$ cat src/rtl/tank_game_pkg.sv
// ============================================================================
// tank_game_pkg -- shared game-flow types and defaults for the tank arena
// Revision: 1.0
// ============================================================================
`default_nettype none

package tank_game_pkg;

  typedef enum logic [1:0] {
    PLAY     = 2'd0,
    DEATH    = 2'd1,
    GAMEOVER = 2'd2,
    RESPAWN  = 2'd3
  } game_state_t;

  // Winner code is {tank1 died, tank2 died}
  localparam logic [1:0] WINNER_NONE = 2'b00;
  localparam logic [1:0] WINNER_P1   = 2'b01;
  localparam logic [1:0] WINNER_P2   = 2'b10;
  localparam logic [1:0] WINNER_DRAW = 2'b11;

  localparam int DEF_FRAMES_PER_STEP = 5;
  localparam int DEF_ANIM_STEPS      = 5;
  localparam int DEF_GAMEOVER_HOLD   = 60;
  localparam int DEF_WIN_SCORE       = 3;

  function automatic logic [3:0] sat_inc(input logic [3:0] value, input logic [3:0] limit);
    return (value >= limit) ? value : value + 4'd1;
  endfunction

endpackage

`default_nettype wire

$ cat src/rtl/frame_counter.sv
// ============================================================================
// frame_counter -- up-counter with clear, enable and terminal-count flag
// Revision: 1.0
// ============================================================================
`default_nettype none

module frame_counter #(
  parameter int WIDTH     = 3,
  parameter int MAX_COUNT = 4,
  parameter bit WRAP      = 1'b1
) (
  input  logic frame_clk,
  input  logic Reset,
  input  logic clear,
  input  logic enable,
  output logic at_max
);

  localparam logic [WIDTH-1:0] c_MAX = WIDTH'(MAX_COUNT);

  logic [WIDTH-1:0] r_count;

  assign at_max = (r_count == c_MAX);

  // At the terminal value the counter either reloads zero or holds
  always_ff @(posedge frame_clk or posedge Reset) begin
    if (Reset) begin
      r_count <= '0;
    end else if (clear) begin
      r_count <= '0;
    end else if (enable) begin
      if (at_max) begin
        r_count <= WRAP ? '0 : r_count;
      end else begin
        r_count <= r_count + 1'b1;
      end
    end
  end

endmodule

`default_nettype wire

$ cat src/rtl/round_sequencer.sv
// ============================================================================
// round_sequencer -- frame-rate round flow, death animation and scoring
// Revision: 1.0
// ============================================================================
`default_nettype none

module round_sequencer
  import tank_game_pkg::*;
#(
  parameter int FRAMES_PER_STEP = DEF_FRAMES_PER_STEP,
  parameter int ANIM_STEPS      = DEF_ANIM_STEPS,
  parameter int GAMEOVER_HOLD   = DEF_GAMEOVER_HOLD,
  parameter int WIN_SCORE       = DEF_WIN_SCORE
) (
  input  logic       frame_clk,
  input  logic       Reset,
  input  logic       tank1_alive,
  input  logic       tank2_alive,
  input  logic       restart_req,
  output logic [1:0] state,
  output logic       dying1,
  output logic       dying2,
  output logic [2:0] anim_frame,
  output logic       show_gameover,
  output logic [1:0] winner,
  output logic       freeze,
  output logic       round_reset,
  output logic [3:0] score1,
  output logic [3:0] score2,
  output logic       match_over
);

  localparam int         c_SUB_W     = (FRAMES_PER_STEP > 1) ? $clog2(FRAMES_PER_STEP) : 1;
  localparam int         c_HOLD_W    = (GAMEOVER_HOLD > 0) ? $clog2(GAMEOVER_HOLD + 1) : 1;
  localparam logic [2:0] c_ANIM_LAST = 3'(ANIM_STEPS - 1);
  localparam logic [3:0] c_WIN_SCORE = 4'(WIN_SCORE);

  game_state_t r_state, w_state_nxt;
  logic        r_dying1, r_dying2, r_show_gameover, r_freeze, r_round_reset, r_match_over;
  logic [2:0]  r_anim_frame;
  logic [1:0]  r_winner;
  logic [3:0]  r_score1, r_score2;

  logic        w_dying1_nxt, w_dying2_nxt, w_show_nxt, w_freeze_nxt, w_round_reset_nxt;
  logic        w_match_nxt;
  logic [2:0]  w_anim_nxt;
  logic [1:0]  w_winner_nxt;
  logic [3:0]  w_score1_nxt, w_score2_nxt;
  logic        w_sub_tc, w_hold_tc;

  frame_counter #(
    .WIDTH     (c_SUB_W),
    .MAX_COUNT (FRAMES_PER_STEP - 1),
    .WRAP      (1'b1)
  ) u_sub (
    .frame_clk (frame_clk),
    .Reset     (Reset),
    .clear     (r_state != DEATH),
    .enable    (r_state == DEATH),
    .at_max    (w_sub_tc)
  );

  frame_counter #(
    .WIDTH     (c_HOLD_W),
    .MAX_COUNT (GAMEOVER_HOLD),
    .WRAP      (1'b0)
  ) u_hold (
    .frame_clk (frame_clk),
    .Reset     (Reset),
    .clear     (r_state != GAMEOVER),
    .enable    (r_state == GAMEOVER),
    .at_max    (w_hold_tc)
  );

  always_ff @(posedge frame_clk or posedge Reset) begin
    if (Reset) begin
      r_state         <= PLAY;
      r_dying1        <= 1'b0;
      r_dying2        <= 1'b0;
      r_anim_frame    <= 3'd0;
      r_show_gameover <= 1'b0;
      r_winner        <= WINNER_NONE;
      r_freeze        <= 1'b0;
      r_round_reset   <= 1'b0;
      r_score1        <= 4'd0;
      r_score2        <= 4'd0;
      r_match_over    <= 1'b0;
    end else begin
      r_state         <= w_state_nxt;
      r_dying1        <= w_dying1_nxt;
      r_dying2        <= w_dying2_nxt;
      r_anim_frame    <= w_anim_nxt;
      r_show_gameover <= w_show_nxt;
      r_winner        <= w_winner_nxt;
      r_freeze        <= w_freeze_nxt;
      r_round_reset   <= w_round_reset_nxt;
      r_score1        <= w_score1_nxt;
      r_score2        <= w_score2_nxt;
      r_match_over    <= w_match_nxt;
    end
  end

  always_comb begin
    w_state_nxt = r_state;
    case (r_state)
      PLAY:     if (!tank1_alive || !tank2_alive) w_state_nxt = DEATH;
      DEATH:    if (w_sub_tc && (r_anim_frame == c_ANIM_LAST)) w_state_nxt = GAMEOVER;
      GAMEOVER: if (restart_req && w_hold_tc) w_state_nxt = RESPAWN;
      // round_reset high marks the first respawn frame, which never exits
      RESPAWN:  if (!r_round_reset && tank1_alive && tank2_alive) w_state_nxt = PLAY;
      default:  w_state_nxt = PLAY;
    endcase
  end

  always_comb begin
    w_dying1_nxt      = r_dying1;
    w_dying2_nxt      = r_dying2;
    w_anim_nxt        = r_anim_frame;
    w_show_nxt        = r_show_gameover;
    w_winner_nxt      = r_winner;
    w_score1_nxt      = r_score1;
    w_score2_nxt      = r_score2;
    w_match_nxt       = r_match_over;
    w_round_reset_nxt = 1'b0;
    w_freeze_nxt      = (w_state_nxt != PLAY);

    case (r_state)
      PLAY: begin
        if (w_state_nxt == DEATH) begin
          w_dying1_nxt = ~tank1_alive;
          w_dying2_nxt = ~tank2_alive;
          w_anim_nxt   = 3'd0;
        end
      end
      DEATH: begin
        w_dying1_nxt = r_dying1 | ~tank1_alive;
        w_dying2_nxt = r_dying2 | ~tank2_alive;
        if (w_sub_tc && (r_anim_frame != c_ANIM_LAST)) begin
          w_anim_nxt = r_anim_frame + 3'd1;
        end
        if (w_state_nxt == GAMEOVER) begin
          w_winner_nxt = {w_dying1_nxt, w_dying2_nxt};
          w_show_nxt   = 1'b1;
          case (w_winner_nxt)
            WINNER_P1: begin
              w_score1_nxt = sat_inc(r_score1, c_WIN_SCORE);
              w_match_nxt  = (w_score1_nxt == c_WIN_SCORE);
            end
            WINNER_P2: begin
              w_score2_nxt = sat_inc(r_score2, c_WIN_SCORE);
              w_match_nxt  = (w_score2_nxt == c_WIN_SCORE);
            end
            WINNER_NONE, WINNER_DRAW: ;
            default: ;
          endcase
        end
      end
      GAMEOVER: begin
        if (w_state_nxt == RESPAWN) begin
          w_round_reset_nxt = 1'b1;
          w_show_nxt        = 1'b0;
          w_winner_nxt      = WINNER_NONE;
          w_dying1_nxt      = 1'b0;
          w_dying2_nxt      = 1'b0;
          w_anim_nxt        = 3'd0;
          if (r_match_over) begin
            w_score1_nxt = 4'd0;
            w_score2_nxt = 4'd0;
            w_match_nxt  = 1'b0;
          end
        end
      end
      default: ;
    endcase
  end

  assign state         = r_state;
  assign dying1        = r_dying1;
  assign dying2        = r_dying2;
  assign anim_frame    = r_anim_frame;
  assign show_gameover = r_show_gameover;
  assign winner        = r_winner;
  assign freeze        = r_freeze;
  assign round_reset   = r_round_reset;
  assign score1        = r_score1;
  assign score2        = r_score2;
  assign match_over    = r_match_over;

endmodule

`default_nettype wire

$ cat config.mk
export PLATFORM = sky130hd
export DESIGN_NAME = round_sequencer
export DESIGN_NICKNAME = d
export VERILOG_FILES = /design/src/rtl/tank_game_pkg.sv /design/src/rtl/frame_counter.sv /design/src/rtl/round_sequencer.sv
export SDC_FILE = /design/constraint.sdc
export NUM_CORES = 1
export LEC_CHECK = 0
export CAP_MARGIN = 30
export CORE_MARGIN = 3
export CORE_UTILIZATION = 55
export CTS_CLUSTER_DIAMETER = 50
export DETAILED_ROUTE_END_ITERATION = 10
export HOLD_SLACK_MARGIN = 0.02
export PLACE_DENSITY = 0.8
export SLEW_MARGIN = 20
export SYNTH_ARGS = -nofsm -noshare
export SYNTH_HDL_FRONTEND = slang
export SYNTH_SLANG_ARGS = --single-unit
$ cat constraint.sdc
create_clock -name frame_clk -period 4.51 [get_ports frame_clk]
set_input_delay 0.902 -clock frame_clk [delete_from_list [all_inputs] [get_ports frame_clk]]
set_output_delay 0.902 -clock frame_clk [all_outputs]
set_load 0.05 [all_outputs]
=== Yosys cells after proc, flatten, opt, wreduce, memory -nomap -nowiden ===
Cells that the tools add are included.

* Register bits after elaboration: 30
* Logic and storage cells: 111
* Input port bits: 5
* Output and inout bits: 21

* $lt $le $gt $ge: 2
* Mux-type cells: 40
* Add/subtract/negate cells: 5
* Reduce and logical (&&, ||, !) cells: 22
* Equality and inequality tests: 25
* Bitwise gates (word level): 4

{| class="wikitable"
|+ Operator list
! operator !! number
|-
| $mux 4 || 8
|-
| $mux 3 || 6
|-
| $mux 6 || 3
|-
| $ne 2x2->1 const B || 8
|-
| $pmux 4 s2 || 2
|-
| $mux 2 || 6
|-
| $eq 2x2->1 const B || 5
|-
| $reduce_and 5->1 || 2
|-
| $pmux 3 s3 || 1
|-
| $add 4x1->4 const B || 2
|-
| $eq 4x2->1 const B || 2
|-
| $ge 4x2->1 const B || 2
|-
| $pmux 2 s4 || 1
|-
| $reduce_and 4->1 || 2
|-
| $reduce_bool 2->1 || 4
|-
| $mux 1 || 7
|-
| $add 3x1->3 const B || 2
|-
| $add 6x1->6 const B || 1
|-
| $eq 2x1->1 const B || 3
|-
| $eq 3x3->1 const B || 2
|-
| $eq 6x6->1 const B || 1
|-
| $ne 3x3->1 const B || 2
|-
| $pmux 1 s2 || 3
|-
| $pmux 1 s3 || 2
|-
| other kinds (11) || 21
|}

=== Logic depth before layout (Yosys ltp) ===
Gate-level depths: netlist of run 1.

* Depth after elaboration: 8
* Gate-level depth with buffers: 8
* Mapped depth without buffers: 8

=== By module ===
From an unflattened synthesis of run 1, not the netlist that was laid out.

* Cell total of the unflattened synthesis: 198
* Area total of the unflattened synthesis: 1915.6 µm²

{| class="wikitable"
|+ Modules (own cells, without submodules)
! module !! cells an instance !! sequential area each (µm²) !! times used !! area each (µm²)
|-
| round_sequencer || 138 || 525.5 || 1 || 1330.0
|-
| frame_counter (u_hold) || 42 || 150.1 || 1 || 411.6
|-
| frame_counter (u_sub) || 18 || 75.1 || 1 || 173.9
|}

=== Least setup slack after synthesis of run 1 ===
Ideal clock, no wire load.

* Kind: register -> register
* From: register r_state[0], in the netlist state[0]
* To: register r_score1[1], in the netlist score1[1]
* Stages on the path, launching flop included: 8
* Buffers on the path: 0
* Data arrival time: 2651 ps
* Clock period less this slack: 2776 ps
* Required time: 4384 ps
* Setup time: 126 ps
* Setup slack: 1734 ps
* Cells stage by stage: dfrtp_1 -> inv_1 -> ha_1 -> or2b_2 -> a2111oi_4 -> a211oi_2 -> or4b_1 -> a221o_1

* Word-level cells in the longest chain between the ends: 5
* Elaborated cells on any way between the ends: 18
* Those cells by class: 9 x eq/ne; 6 x mux; 3 x reduce/logical

{| class="wikitable"
|+ RTL lines
! what !! RTL line !! text
|-
| start: declaration || round_sequencer.sv:38 || <nowiki>game_state_t r_state, w_state_nxt;</nowiki>
|-
| start signal: assignment || round_sequencer.sv:89 || <nowiki>r_state <= w_state_nxt;</nowiki>
|-
| $eq 2x2->1, or another cell as far along || round_sequencer.sv:105 || <nowiki>case (r_state)</nowiki>
|-
| $pmux 2 s4 || round_sequencer.sv:105 ||
|-
| $eq 2x2->1, on equally long branches || round_sequencer.sv:141, round_sequencer.sv:159 ||
|-
| $ne 2x2->1 (no source line) || -- ||
|-
| $reduce_and 5->1 (no source line) || -- ||
|-
| end signal: assignment || round_sequencer.sv:97 || <nowiki>r_score1 <= w_score1_nxt;</nowiki>
|-
| end: declaration || round_sequencer.sv:42 || <nowiki>logic [3:0] r_score1, r_score2;</nowiki>
|}

Several ways; a longest one is shown, not always the timed one.
A chain may end at the register's enable or synchronous reset.

=== Worst setup path in the final report of run 1 ===
* From: register r_state[0], in the netlist state[0]
* To: register r_winner[1], in the netlist winner[1]

* Word-level cells in the longest chain between the ends: 5
* Elaborated cells on any way between the ends: 16
* Those cells by class: 7 x eq/ne; 6 x mux; 3 x reduce/logical

{| class="wikitable"
|+ RTL lines
! what !! RTL line !! text
|-
| $eq 2x2->1, or another cell as far along || round_sequencer.sv:105 ||
|-
| $pmux 2 s4 || round_sequencer.sv:105 ||
|-
| $eq 2x2->1, on equally long branches || round_sequencer.sv:141, round_sequencer.sv:159 ||
|-
| $ne 2x2->1 (no source line) || -- ||
|-
| $reduce_and 3->1 (no source line) || -- ||
|-
| end signal: assignment || round_sequencer.sv:94 || <nowiki>r_winner <= w_winner_nxt;</nowiki>
|-
| end: declaration || round_sequencer.sv:41 || <nowiki>logic [1:0] r_winner;</nowiki>
|}

Several ways; a longest one is shown, not always the timed one.

==> flow_metrics.tcl, run 1 <==
set metrics [dict create \
    synth.avg_cell_area_sq_um 9.889 \
    num_vias 1543 \
    setup_viol 0 \
    timing.reg2reg.worst_path_depth 7 \
    ctsLongestPathBuffers 2 \
    antenna_found_initial 0 \
    whs_endpoint "u_sub.r_count[0]" \
    regToRegStartpoint "state[0]" \
    cts.clk_slew.worst_paths_ps 100 \
    groute.usage.overall_pct 22.78 \
    syn_nets 206 \
    ys.flop_type "dfrtp_1" \
    fin_crit_ps 3150 \
    fp-row-count 20 \
    r2r_setup_slack_ps 1360 \
    wl_per_cell_microns 15.40 \
    clock_latency_ps 330 \
    finalCoreUtilization_pct 70.96 \
    p_total_uw 941.0 \
    period_share_pct 69.85 \
    synthArstFlopShare_pct 100.0 \
    synth.yosys.seq_area_share_pct 40.82 \
    synth_warnings 0 \
    yosys.area.top_type "dfrtp_1" \
    synthTopCellsByArea "dfrtp_1, ha_1, inv_1" \
    grt_max_degree 25 \
    synth.most_common_cell "dfrtp_1" \
    floorplan.initialDensity_pct 58.80 \
    power_leakage_nw 0.9870 \
    r2r-end "winner[1]" \
    tightest_slew_ps 767.0 \
    dieHeight_microns 63.83 \
    path_class "register to register" \
    drive_gt1_share_pct 12.50 \
    dp_hpwl_microns 2949 \
    setup_tns_ps 0 \
    synth_commonest_cells "dfrtp_1, inv_1, ha_1" \
    min_path_cells 1 \
    max-slew-margin-rel_pct 48.87 \
    ios 26 \
    detail_route.wirelength_microns 4003 \
    post_cts_buffers 0 \
    grt_overflow 0 \
    ys_ff_latch 30 \
    rsz0062_at_grt "no" \
    cts_resized 0 \
    htree_num_levels 2 \
    setup.worst_path.end_class "register" \
    placed_area_sq_um 2142 \
    grt_pass1_wl_microns 7300 \
    path_max_fanout 24 \
    drc 0 \
    cts_made_buffers 5 \
    cts_root_buf "clkbuf_4" \
    holdBufCountCts 0 \
    cts_sinks 30 \
    drv_slew 0 \
    irDropWorstVdd_v 0.0003976 \
    coreArea_sq_um 3128 \
    p_per_area_nw_per_um2 423.9 \
    final_area_sq_um 2220 \
    first_global_vias 1624 \
    gp_congestion 0.8797 \
    crit_arrival_ps 3380 \
    drv_cap 0 \
    hold_path.class "register to register" \
    fin_nets 235 \
    drt-initial-drc-count 73 \
    max_freq_mhz 317.4 \
    die_w_microns 63.83 \
    synth.cell_area_sq_um 1839 \
    final_antenna_net_count 0 \
    area.growth.synth_to_final_pct 20.68 \
    die_area_sq_um 4074 \
    start_kind "register" \
    drt_pre_antenna_iters 4 \
    worstPathRequired_ps 4740 \
    synth_edf_count 0 \
    hold_slack_ps 486.1 \
    synthCells 186 \
    min_from "u_sub.r_count[0]" \
    routed_via_density 5.935 \
    antennaDiodeCount 0 \
    tritoncts "yes" \
    status "finished clean" \
    clock-skew-final_ps 9.835 \
    io_buffers 25 \
    synth_top_area_share_pct 40.82 \
    synth_cell_types 47 \
    hold_violations 0 \
]
[per-layer routing]
| metal | global-route usage, % | wire length, microns |
|---|---|---|
| met1 | 29.48 | 1806 |
| met2 | 36.00 | 1925 |
| met3 | 5.624 | 196 |
| met4 | 9.973 | 74 |
| met5 | 0 | 0 |
[area by class of cell]
cell class                 count  area, sq um
clock buffer                   5        37.54
clock inverter                 3        40.04
fill                         236        908.4
inverter                      19        71.32
multi-input combinational    133        987.2
sequential                    30        750.7
tap                           44        55.05
timing repair buffer          26        277.8
[per-stage QoR]
stage	cells	setup slack [ps]
after CTS	260	1356
after global routing	260	984.4
after detailed placement	252	1203
final	260	1360
after global placement	251	1297
after floorplan	186	1734
[worst max-delay path, stage by stage (launching register included)]
cell	delay [ps]
dfrtp_1	520
inv_1	130
ha_1	660
inv_1	410
nand3_1	180
o211ai_2	210
nor3_1	540
mux2_2	400
[state kept, by name, indices dropped and copies added (netlist names), 2 cells and up]
register and flops:
state 2, anim_frame 3, winner 2, score2 4
score1 4, u_sub.r_count 3, u_hold.r_count 6
[placed cells by master (no fill, tap or decap), types with 5 or more instances in the layout]
| cell type | count |
|---|---|
| o21ai_0 | 6 |
| dfrtp_1 | 30 |
| nand2_1 | 5 |
| inv_1 | 19 |
| a21oi_1 | 9 |
| a31oi_1 | 6 |
| clkdlybuf4s50_1 | 25 |
| nand3_1 | 7 |
| ha_1 | 15 |
| nor3_1 | 13 |
| nor2_1 | 12 |
| mux2_2 | 5 |
| a21boi_0 | 5 |
| clkbuf_4 | 5 |
[worst max path at each step]
stage	start	endpoint	cells past startpoint
floorplan	state[0]	score1[1]	7
global placement	tank2_alive	score2[3]	8
detailed placement	tank1_alive	winner[1]	6
CTS	state[0]	winner[1]	7
global route	state[0]	winner[1]	7
finish	state[0]	winner[1]	7
[report_power, final]
group          switching (mW)  internal [mW]
logic                   0.252          0.144
clock network          0.0969          0.115
registers              0.0343          0.299
total                   0.383          0.558
[kinds of logic after synthesis]
logic type / share of synthesized area (%)
XOR/XNOR: 0.9526
multiplexers: 3.061
buffers and inverters: 5.510
flip-flops: 40.82
AND/OR/NAND/NOR: 20.07
AO/OA/AOI/OAI: 19.39
adder cells (fa/ha/maj): 10.20
(Power assumes the default switching activity.)
==> run 2: changes to the inputs <==
CORE_UTILIZATION = 49   (was 55)
PLACE_DENSITY = 0.76   (was 0.8)
clock period = 2.55 ns   (was 4.51 ns; I/O delays follow)
==> run 2 against run 1 <==
  * Die area increased by 11%
  * Power increased by 89%
  * Final cell count increased by 9.6%
  * Via count increased by 7.3%
  * Combinational power increased by 110%
  * Core utilization decreased by 1.7 points
  * First-iteration DRC count increased by 130%
  * Critical path depth unchanged
  * Clock skew decreased by 4.9 ps
  * Routed wire length increased by 9.1%
  * Setup slack got worse by 1300 ps
  * Largest cell class unchanged
==> flow_metrics.tcl, run 2 (same netlist as run 1, synthesis figures left out) <==
set metrics [dict create \
    timing.reg2reg.worst_path_depth 7 \
    cp-startpoint "state[1]" \
    antennaDiodeCount 0 \
    cellInternalPower_mw 1.083 \
    cts_made_buffers 5 \
    num_vias 1655 \
    final_antenna_net_count 0 \
    cts_sinks 30 \
    switchingPower_uw 693.8 \
    clock-skew-final_ps 4.909 \
    dp_hpwl_microns 3297 \
    irDropWorstVdd_v 0.0004223 \
    grt_overflow 0 \
    path_max_fanout 7 \
    crit_path_end "score1[1]" \
    setup_viol 0 \
    tritoncts "yes" \
    finalCoreUtilization_pct 69.23 \
    die_area_sq_um 4525 \
    ios 26 \
    hold_path.class "register to register" \
    fill_cells 286 \
    worstPathRequired_ps 2700 \
    fin_crit_ps 2454 \
    clock_latency_ps 270 \
    first_global_vias 1686 \
    final_area_sq_um 2401 \
    min_path_cells 1 \
    path_class "register to register" \
    power.share.switching_pct 39.04 \
    ctsLongestPathBuffers 2 \
    hold_violations 0 \
    max_freq_mhz 407.5 \
    die_w_microns 67.27 \
    final_common_cell "dfrtp_1" \
    io_buffers 25 \
    combPwrFrac_pct 46.3 \
    drc 0 \
    floorplan.initialDensity_pct 53.03 \
    p_per_area_nw_per_um2 740.2 \
    fp-row-count 21 \
    clock_power_share_pct 21.8 \
    drt_pre_antenna_iters 4 \
    crit_arrival_ps 2610 \
    seqPwrFrac_pct 31.9 \
    grt_max_degree 31 \
    groute.usage.overall_pct 21.89 \
    drt-initial-drc-count 168 \
    cts.clk_slew.worst_paths_ps 60 \
    area.growth.synth_to_final_pct 30.54 \
    cts_root_buf "clkbuf_8" \
    coreArea_sq_um 3468 \
    largest_reg_flops 6 \
    regMostFlops "u_hold.r_count" \
    gp_congestion 0.8650 \
    p_total_mw 1.777 \
    status "finished clean" \
    htree_num_levels 2 \
    power_leakage_nw 1.098 \
    fin_nets 258 \
    r2r-end "score1[1]" \
    drv_cap 0 \
    grt_pass1_wl_microns 7541 \
    r2r_setup_slack_ps 100 \
    period_share_pct 96.24 \
    start_kind "register" \
    dieHeight_microns 67.27 \
    detail_route.wirelength_microns 4369 \
    layout_common_cells "dfrtp_1, buf_4, clkdlybuf4s50_1" \
    antenna_found_initial 0 \
    placed_area_sq_um 2295 \
    wl_per_cell_microns 15.33 \
    drive_gt1_share_pct 23.01 \
    setup.worst_path.end_class "register" \
    holdBufCountCts 0 \
    max-slew-margin-rel_pct 66.36 \
    routed_via_density 5.807 \
    regToRegStartpoint "state[1]" \
    tightest_slew_ps 503.0 \
    drv_slew 0 \
]
run 2: layer usage:
| layer | vias to the layer above | track usage [%] | part of all wire (%) |
|---|---|---|---|
| li1 | 790 | - | - |
| met1 | 792 | 28.18 | 44 |
| met2 | 63 | 36.32 | 49 |
| met3 | 10 | 4.493 | 5.9 |
| met4 | 0 | 7.848 | 2.0 |
| met5 | - | 0 | 0 |
run 2: worst min path at each step:
stage | startpoint | endpoint | slack (ps)
2_1_floorplan | u_sub.r_count[0] | u_sub.r_count[0] | 440
3_3_place_gp | u_sub.r_count[0] | u_sub.r_count[0] | 450
3_5_place_dp | u_sub.r_count[0] | u_sub.r_count[0] | 470
4_1_cts | u_sub.r_count[0] | u_sub.r_count[0] | 470
5_1_grt | u_sub.r_count[0] | u_sub.r_count[0] | 510
6_report | u_sub.r_count[0] | u_sub.r_count[0] | 470
run 2: area by class of cell:
cell class              count  area, sq um  area share (%)
multi-input cells         133        996.0           41.48
flip-flops and latches     30        753.2           31.37
repair buffers             49        431.7           17.98
clock buffers               7        86.33           3.596
inverters                  19        71.32           2.970
well taps                  46        57.56           2.397
clock inverters             1        5.005          0.2084
run 2: critical path, cell delays in order (launching register included):
cell and delay [ps]:
dfrtp_2 470, inv_2 100, ha_1 160, or2b_2 330, a2111oi_4 220, a211oi_2 120, or4b_4 560, a221o_1 360
run 2: power groups by stage:
stage | Combinational (mW) | Sequential [mW] | Clock (mW)
2_1_floorplan | 0.396 | 0.711 | 0
3_3_place_gp | 0.783 | 0.574 | 0
3_5_place_dp | 0.809 | 0.575 | 0
4_1_cts | 0.816 | 0.567 | 0.396
5_1_grt | 0.906 | 0.576 | 0.419
6_report | 0.823 | 0.568 | 0.387
run 2: stage by stage:
stage	worst slack, ps	hold slack [ps]	std cells	TNS (ps)
finish	95.97	472.6	285	0
global route	-4.884	508.0	285	-4.884
CTS	32.34	475.0	284	0
detailed placement	-316.4	466.1	276	-1496
global placement	-163.1	453.2	276	-692.0
floorplan	33.45	439.7	186	0
run 2: repair_timing:
| action | CTS | global route |
|---|---|---|
| setup endpoints to repair | 1 | 5 |
| buffers inserted | 0 | 1 |
| hold endpoints to repair | 0 | 0 |
| resized for setup | 2 | 4 |
| pin swaps | 0 | 1 |
